==> src/rtl/sensor_cond_pkg.sv <==
// sensor_cond_pkg: width helper and timing-constant derivations shared by the sensor conditioner
package sensor_cond_pkg;

    function automatic int clog2(input int v);
        int r;
        r = 0;
        while ((1 << r) < v) r++;
        return r;
    endfunction

    // Bits needed to hold every value in 0..v, never less than one
    function automatic int cnt_w(input int v);
        return (v < 1) ? 1 : clog2(v + 1);
    endfunction

    function automatic int ms_div(input int clk_hz);
        return clk_hz / 1000;
    endfunction

    function automatic int db_ticks(input int clk_hz, input int db_ms);
        return ms_div(clk_hz) * db_ms;
    endfunction

    function automatic int s_to_ms(input int s);
        return s * 1000;
    endfunction

endpackage

==> src/rtl/sensor_cond_channel.sv <==
// sensor_cond_channel: one sensor path from raw pin to qualified event, hold, lockout and count
module sensor_cond_channel
    import sensor_cond_pkg::*;
#(
    parameter int DB_TICKS   = 2_000_000,
    parameter int HD_MS      = 15_000,
    parameter int REFRACT_MS = 500,
    parameter int CNT_W      = 16
) (
    input  logic             clk,
    input  logic             rst,
    input  logic             sens_raw,
    input  logic             ch_en,
    input  logic             retrig_en,
    input  logic             clr_counts,
    input  logic             ms_tick,
    input  logic             warm_done,
    output logic             active,
    output logic             rise_pulse,
    output logic [CNT_W-1:0] evt_cnt
);
    localparam int DB_W = cnt_w(DB_TICKS);
    localparam int HD_W = cnt_w(HD_MS);
    localparam int RF_W = cnt_w(REFRACT_MS);

    logic            s0, s1, db, db_z, qual;
    logic [DB_W-1:0] db_cnt;
    logic [HD_W-1:0] hold_cnt;
    logic [RF_W-1:0] refr_cnt;

    // A debounced rising edge counts only when warmed up, enabled, out of lockout and not a dropped retrigger
    always_comb qual = db & ~db_z & warm_done & ch_en & (refr_cnt == '0) & ~(active & ~retrig_en);

    // Two-flop synchronizer, then db follows s1 once it has differed for DB_TICKS consecutive cycles
    always_ff @(posedge clk) begin
        if (rst) begin
            s0     <= 1'b0;
            s1     <= 1'b0;
            db     <= 1'b0;
            db_z   <= 1'b0;
            db_cnt <= '0;
        end else begin
            s0   <= sens_raw;
            s1   <= s0;
            db_z <= db;
            if (s1 == db) begin
                db_cnt <= '0;
            end else if (db_cnt == DB_W'(DB_TICKS - 1)) begin
                db     <= s1;
                db_cnt <= '0;
            end else begin
                db_cnt <= db_cnt + DB_W'(1);
            end
        end
    end

    // Hold and lockout timers in ms; a rise reloads both and beats a same-cycle tick
    always_ff @(posedge clk) begin
        if (rst || !ch_en) begin
            active     <= 1'b0;
            rise_pulse <= 1'b0;
            hold_cnt   <= '0;
            refr_cnt   <= '0;
        end else begin
            rise_pulse <= qual;
            if (qual) begin
                active   <= 1'b1;
                hold_cnt <= HD_W'(HD_MS);
                refr_cnt <= RF_W'(REFRACT_MS);
            end else if (ms_tick) begin
                if (active) begin
                    hold_cnt <= hold_cnt - HD_W'(1);
                    if (hold_cnt == HD_W'(1)) active <= 1'b0;
                end
                if (refr_cnt != '0) refr_cnt <= refr_cnt - RF_W'(1);
            end
        end
    end

    // Saturating event count; a clear that coincides with a rise leaves that rise counted
    always_ff @(posedge clk) begin
        if (rst) evt_cnt <= '0;
        else if (clr_counts) evt_cnt <= qual ? CNT_W'(1) : '0;
        else if (qual && evt_cnt != '1) evt_cnt <= evt_cnt + CNT_W'(1);
    end

endmodule

==> src/rtl/multi_sensor_conditioner.sv <==
// multi_sensor_conditioner: N sensor channels sharing a 1 ms timebase and a global warm-up mask
module multi_sensor_conditioner
    import sensor_cond_pkg::*;
#(
    parameter int N_CH        = 4,
    parameter int CLK_HZ      = 100_000_000,
    parameter int DEBOUNCE_MS = 20,
    parameter int WARMUP_S    = 30,
    parameter int HOLD_S      = 15,
    parameter int REFRACT_MS  = 500,
    parameter int CNT_W       = 16
) (
    input  logic                  clk,
    input  logic                  rst,
    input  logic [N_CH-1:0]       sens_raw,
    input  logic [N_CH-1:0]       ch_en,
    input  logic                  retrig_en,
    input  logic                  clr_counts,
    output logic [N_CH-1:0]       active,
    output logic [N_CH-1:0]       rise_pulse,
    output logic                  any_active,
    output logic                  warm_done,
    output logic [N_CH*CNT_W-1:0] evt_cnt
);
    localparam int MS_DIV   = ms_div(CLK_HZ);
    localparam int DB_TICKS = db_ticks(CLK_HZ, DEBOUNCE_MS);
    localparam int WU_MS    = s_to_ms(WARMUP_S);
    localparam int HD_MS    = s_to_ms(HOLD_S);
    localparam int MS_W     = cnt_w(MS_DIV - 1);
    localparam int WU_W     = cnt_w(WU_MS);

    if (N_CH < 1 || N_CH > 16) begin : g_bad_nch
        $error("multi_sensor_conditioner: N_CH must be 1..16");
    end
    if (CLK_HZ % 1000 != 0 || MS_DIV < 1) begin : g_bad_clk
        $error("multi_sensor_conditioner: CLK_HZ must be a nonzero multiple of 1000");
    end
    if (DB_TICKS < 1) begin : g_bad_db
        $error("multi_sensor_conditioner: debounce window must be at least one cycle");
    end
    if (HOLD_S < 1) begin : g_bad_hold
        $error("multi_sensor_conditioner: HOLD_S must be >= 1");
    end

    logic [MS_W-1:0] ms_cnt;
    logic            ms_tick;
    logic [WU_W-1:0] wu_cnt;

    // Free-running ms divider; the registered tick first fires MS_DIV cycles after reset
    always_ff @(posedge clk) begin
        if (rst) begin
            ms_cnt  <= '0;
            ms_tick <= 1'b0;
        end else begin
            ms_tick <= ms_cnt == MS_W'(MS_DIV - 1);
            ms_cnt  <= (ms_cnt == MS_W'(MS_DIV - 1)) ? '0 : ms_cnt + MS_W'(1);
        end
    end

    // Warm-up counts ms ticks up to WU_MS and parks there until the next reset
    always_ff @(posedge clk) begin
        if (rst) wu_cnt <= '0;
        else if (ms_tick && wu_cnt != WU_W'(WU_MS)) wu_cnt <= wu_cnt + WU_W'(1);
    end

    assign warm_done  = wu_cnt == WU_W'(WU_MS);
    assign any_active = |active;

    for (genvar i = 0; i < N_CH; i++) begin : g_ch
        sensor_cond_channel #(
            .DB_TICKS  (DB_TICKS),
            .HD_MS     (HD_MS),
            .REFRACT_MS(REFRACT_MS),
            .CNT_W     (CNT_W)
        ) u_ch (
            .clk       (clk),
            .rst       (rst),
            .sens_raw  (sens_raw[i]),
            .ch_en     (ch_en[i]),
            .retrig_en (retrig_en),
            .clr_counts(clr_counts),
            .ms_tick   (ms_tick),
            .warm_done (warm_done),
            .active    (active[i]),
            .rise_pulse(rise_pulse[i]),
            .evt_cnt   (evt_cnt[i*CNT_W +: CNT_W])
        );
    end

endmodule

==> config.mk <==
export PLATFORM = sky130hd
export DESIGN_NAME = multi_sensor_conditioner
export DESIGN_NICKNAME = d
export VERILOG_FILES = /design/src/rtl/sensor_cond_pkg.sv /design/src/rtl/sensor_cond_channel.sv /design/src/rtl/multi_sensor_conditioner.sv
export SDC_FILE = /design/constraint.sdc
export NUM_CORES = 1
export LEC_CHECK = 0
export BUFFER_PORTS_ARGS = -buffer_cell sky130_fd_sc_hd__buf_2
export CAP_MARGIN = 20
export CORE_MARGIN = 2
export CORE_UTILIZATION = 45
export CTS_CLUSTER_DIAMETER = 30
export DETAILED_ROUTE_END_ITERATION = 8
export GPL_TIMING_DRIVEN = 0
export SKIP_LAST_GASP = 1
export SYNTH_ARGS = -nofsm -noshare
export SYNTH_HDL_FRONTEND = slang
export SYNTH_SLANG_ARGS = --single-unit
==> constraint.sdc <==
create_clock -name clk -period 5.6 [get_ports clk]
set_input_delay 1.12 -clock clk [delete_from_list [all_inputs] [get_ports clk]]
set_output_delay 1.12 -clock clk [all_outputs]
set_load 0.05 [all_outputs]
# After elaboration in Yosys (flattened, before gate mapping)
# Index checks and enable logic that the tools add are counted.
[totals]
regBits = 297
wordCells = 244
inputBits = 12
output_inout_bits = 74
[classes]
n_reduce_logical = 67
mux = 52
bitwise_logic = 37
n_addsub = 18
n_eq_ne = 19
[op_table]
columns = ["op", "count"]
rows = [
  ["14-bit 2-to-1 mux", 12],
  ["16-bit 2-to-1 mux", 8],
  ["9-bit 2-to-1 mux", 12],
  ["21-bit by 1-bit adder with 21-bit output, second input constant", 4],
  ["21-bit equality test, second input constant", 4],
  ["16-bit by 1-bit adder with 16-bit output, second input constant", 4],
  ["16-bit != test, second input constant", 4],
  ["14-bit by 1-bit equality test with 1-bit output, second input constant", 4],
  ["14-bit by 1-bit subtractor with 14-bit output, second input constant", 4],
  ["2-bit AND reduction", 20],
  ["9-bit zero test", 4],
  ["9-bit nonzero test", 4],
  ["9-bit by 1-bit subtractor with 9-bit output, second input constant", 4],
  ["2-bit nonzero test", 16],
  ["1-bit bitwise AND", 24],
  ["1-bit 2-to-1 mux", 20],
  ["17-bit by 1-bit adder with 17-bit output, second input constant", 1],
  ["17-bit equality test, second input constant", 1],
  ["15-bit by 1-bit adder with 15-bit output, second input constant", 1],
  ["15-bit equality test, second input constant", 1],
  ["15-bit != test, second input constant", 1],
  ["1-bit NOT", 13],
  ["3-bit OR reduction", 4],
  ["2-bit OR reduction", 5],
  ["5 further kinds", 18],
]

# Longest topological paths before layout
[logic_depth]
depth_word = 9
depth_mapped = 10
mapped_depth_nobuf = 7

# Modules after synthesis
# Synthesis repeated with hierarchy kept, for this count alone.
[unflattened]
cells_unflattened = 1590
area_unflattened_um2 = 13706.9
[by_module_without_submodules]
columns = ["module", "seq_area_each_um2", "instances", "cells_per_inst", "area_per_inst_um2"]
rows = [
  ["sensor_cond_channel (g_ch[1].u_ch ...)", 1321.3, 2, 347, 2989.1],
  ["sensor_cond_channel (g_ch[0].u_ch)", 1321.3, 1, 366, 3135.5],
  ["sensor_cond_channel (g_ch[3].u_ch)", 1321.3, 1, 351, 3047.9],
  ["multi_sensor_conditioner", 660.6, 1, 179, 1545.2],
]

# Worst setup path after synthesis
# No wires, ideal clock.
[synth_path]
path_kind = "register to output"
start = "register wu_cnt[6]"
end = "output warm_done"
arrival_ns = 1.662
n_path_buf = 2
setup_slack_ns = 2.818
t_required_ns = 4.480
path_stages_with_launch = 5
cell_sequence = "dfxtp_1 or4b_4 nor4_4 buf_6 buf_2"
[synth_via]
elab_chain_len = 1
[synth_lines]
columns = ["item", "line", "rtl"]
rows = [
  ["from (decl)", "multi_sensor_conditioner.sv:47", "logic [WU_W-1:0] wu_cnt;"],
  ["from (signal assigned)", "multi_sensor_conditioner.sv:63", "else if (ms_tick && wu_cnt != WU_W'(WU_MS)) wu_cnt <= wu_cnt + WU_W'(1);"],
  ["15-bit equality test", "multi_sensor_conditioner.sv:66", "assign warm_done = wu_cnt == WU_W'(WU_MS);"],
  ["to (decl)", "multi_sensor_conditioner.sv:22", "output logic warm_done,"],
]
# No other way between the ends.

# Final worst setup path
# Same ends and word-level chain as after synthesis.

==> results.md <==
- Unrepaired setup endpoints after global routing: no
- Synth Area in Compound Gates: 9.36%
- Setup Fix Bufs, Post-CTS: 0
- Crit path capture type: primary output
- Drt first pass iters: 5
- Max Root-Sink Buffers: 3
- Peak supply drop: 0.293 mV
- Crit Path Max Fanout: 10
- Number of synthesized flops with an enable pin: 0
- Row count: 63
- P_leak: 5.97 nW
- Setup TNS: 0 ns
- Cts bufs inserted: 72
- Yosys reg bits: 297
- CTS H-tree lvls: 3
- Avg Cell Area, Syn: 8.54 sq um
- Clk Latency, worst-skew pair: 0.56 ns
- Synth unique cells: 57
- Routed vias/inst: 5.38
- Number of global-route vias before repair: 11,274
- Initial DRC count: 632
- FF-to-FF Start: ms_tick$_SDFF_PP0_
- CP Capture Point: warm_done
- Die Width: 178 microns
- Mapped cell area: 13,500 sq um
- Nets: 1,780
- Setup Skew: 0.0224 ns
- Worst path required time: 4.48 ns
- Critical Path Start Type: flop
- Post_cts resized: 0
- Final ANT Viol Nets: 0
- Vias: 11,784
- Final Max Slew Viols: 0
- Relative slew slack: 29.4%
- Area grow syn2layout: 25.9%
- Core ar.: 29,600 sq um
- Max-Cap Viols: 0
- Worst-Margin Slew: 1.05 ns
- DP HPWL: 22,400 microns
- Post-route DRC: 0
- Simple-gate portion of the synthesized area: 29.1%
- First-pass GRT wire length: 54,400 microns
- Status: completed
- Crit Path Category: flop to primary output
- Xor/xnor share of the synthesized area: 11.1%
- Peak Freq: 258 MHz
- Pin count of the biggest net entering global routing: 11
- Buffers on Ports: 84
- Post-Route WL: 32,800 microns
- Hold buffer count at cts: 0
- Reg-to-Reg End: g_ch[3].u_ch.active$_SDFFE_PP0P_
- Top Ports: 86
- CTS sink count: 297
- DR WL/cell: 15.0 microns
- Crit path DAT: 2.76 ns
- Die footprint: 31,500 sq um
- Initial Util: 45.7%
- Synth async-reset ratio: 0%
- Ys Warns: 0
- Setup-failing EPs final: 0
- Layout cell share with drive strength beyond 1: 13.8%
- Total grt overflow: 0
- Cells on worst reg2reg path: 6
- Main combinational cell family by area after synthesis: simple AND/OR/NAND/NOR gates
- Clock root buffer: clkbuf_16
- Final hold violations: 0
- Post-Syn Nets: 1,622
- CTS tree: done
- Multiplexer share of the synthesized area: 0.813%
- Initial antenna violation count: 0
- Final min period: 3.88 ns
- Post-Syn Instances: 1,587
- Antenna diode count: 0
- Reg clk slew, reported paths: 0.05 ns
- Fin crit share: 69.2%
- Primary FF master, synth: dfxtp_1
- Die Height: 178 microns
- Adder-Cell Fraction of Synth Area: 2.12%
- Total track usage: 21.1%
- Sequential share of the synthesized area: 43.9%
- R2R Setup Slk: 2.64 ns
- Hold Path Class: flop to flop
- GPL Wtd Cong: 0.828
- Cell Pwr Density: 388 nW/um^2
- Util after Layout: 57.6%
- Crit path launch: wu_cnt[6]$_SDFFE_PP0P_
-- worst min-delay path by stage --
stage,slack [ns],endpoint,startpoint,cells past startpoint
floorplan,0.41,g_ch[2].u_ch.db_cnt[0]$_SDFF_PP0_,g_ch[2].u_ch.db_cnt[0]$_SDFF_PP0_,1
global placement,0.42,g_ch[2].u_ch.db_cnt[0]$_SDFF_PP0_,g_ch[2].u_ch.db_cnt[0]$_SDFF_PP0_,1
detailed placement,0.43,g_ch[2].u_ch.s1$_SDFF_PP0_,g_ch[2].u_ch.s0$_SDFF_PP0_,1
CTS,0.44,g_ch[2].u_ch.db_cnt[0]$_SDFF_PP0_,g_ch[2].u_ch.db_cnt[0]$_SDFF_PP0_,1
global route,0.47,g_ch[2].u_ch.s1$_SDFF_PP0_,g_ch[2].u_ch.s0$_SDFF_PP0_,1
finish,0.44,g_ch[2].u_ch.db_cnt[0]$_SDFF_PP0_,g_ch[2].u_ch.db_cnt[0]$_SDFF_PP0_,1
-- cells in the mapped netlist, types with 5 or more instances --
| cell | number | area [sq um] |
|---|---|---|
| a211oi_1 | 7 | 52.6 |
| a21oi_1 | 112 | 561 |
| a31oi_1 | 6 | 37.5 |
| and2_1 | 7 | 43.8 |
| and3_1 | 17 | 106 |
| and4_1 | 18 | 158 |
| buf_4 | 8 | 60.1 |
| clkbuf_1 | 52 | 195 |
| dfxtp_1 | 297 | 5950 |
| ha_1 | 23 | 288 |
| inv_1 | 50 | 188 |
| mux2i_1 | 11 | 110 |
| nand2_1 | 92 | 345 |
| nand2b_1 | 12 | 75.1 |
| nand3_1 | 81 | 405 |
| nand3b_1 | 11 | 82.6 |
| nand4_1 | 48 | 300 |
| nand4b_1 | 6 | 52.6 |
| nor2_1 | 224 | 841 |
| nor2b_1 | 21 | 131 |
| nor3_1 | 46 | 230 |
| nor4_1 | 36 | 225 |
| nor4b_1 | 5 | 43.8 |
| o211ai_1 | 8 | 60.1 |
| o21ai_0 | 48 | 240 |
| o31ai_1 | 18 | 135 |
| o41ai_1 | 5 | 43.8 |
| or2_2 | 13 | 81.3 |
| or3_1 | 58 | 363 |
| or4_1 | 28 | 210 |
| xnor2_1 | 102 | 893 |
| xor2_1 | 70 | 613 |
-- cell type report --
class | instances | area (sq um)
fillers | 2735 | 12600
multi-input cells | 1172 | 7110
flip-flops and latches | 297 | 5950
clock buffers | 90 | 2010
clock inverters | 40 | 594
well taps | 390 | 488
repair buffers | 84 | 420
plain buffers | 68 | 304
inverters | 50 | 188
-- through the flow --
| stage | power (mW) | hold WS, ns | std cells | setup slack, ns | cell area [sq um] |
|---|---|---|---|---|---|
| floorplan | 2.21 | 0.413 | 1587 | 2.82 | 13500 |
| global placement | 2.24 | 0.425 | 2061 | 1.87 | 14500 |
| detailed placement | 2.24 | 0.427 | 2061 | 1.84 | 14500 |
| CTS | 6.68 | 0.438 | 2191 | 1.70 | 17100 |
| global route | 6.79 | 0.465 | 2191 | 1.67 | 17100 |
| finish | 6.61 | 0.437 | 2191 | 1.72 | 17100 |
-- kinds of logic after synthesis --
| logic type | count (synthesis) |
|---|---|
| AND/OR/NAND/NOR | 747 |
| buffers and inverters | 118 |
| XOR/XNOR | 172 |
| AO/OA/AOI/OAI | 219 |
| multiplexers | 11 |
| flip-flops | 297 |
| adder cells (fa/ha/maj) | 23 |
-- cell usage in the layout, fill, tap and decap left out, types with 21 or more instances in the layout --
cell       count
dfxtp_1      297
nor2_1       224
a21oi_1      112
xnor2_1      102
nand2_1       92
buf_2         87
nand3_1       81
clkbuf_16     74
xor2_1        70
clkbuf_1      58
or3_1         58
inv_1         50
nand4_1       48
o21ai_0       48
nor3_1        46
nor4_1        36
or4_1         28
ha_1          23
nor2b_1       21
-- flip-flops by register name (all words and copies together), names as in the netlist --
name and cells:
g_ch.u_ch.db_cnt 84, g_ch.u_ch.evt_cnt 64, g_ch.u_ch.hold_cnt 56, g_ch.u_ch.refr_cnt 36, ms_cnt 17, wu_cnt 15
g_ch.u_ch.active 4, g_ch.u_ch.db 4, g_ch.u_ch.db_z 4, g_ch.u_ch.rise_pulse 4, g_ch.u_ch.s0 4, g_ch.u_ch.s1 4
ms_tick 1
-- metal layers --
metal | track usage, % | share of wire (%) | vias to the layer above
met1 | 26.7 | 47 | 5520
met4 | 9.46 | 3.0 | 0
met5 | 0 | 0 | -
met3 | 4.65 | 5.0 | 70
li1 | - | - | 5944
met2 | 34.2 | 45 | 250
-- critical path: stages, from the launching register on --
cell	delay, ns
dfxtp_1	0.35
or4b_4	0.59
nor4_4	0.40
buf_6	0.22
buf_2	0.31
buf_2	0.32
-- power by group --
part,internal (mW),switching (mW),total [mW]
registers,2.13,0.00416,2.13
clock network,3.13,1.28,4.41
logic,0.0157,0.0519,0.0676
total,5.27,1.34,6.61
Note: power is estimated with default switching activity, not from simulation.
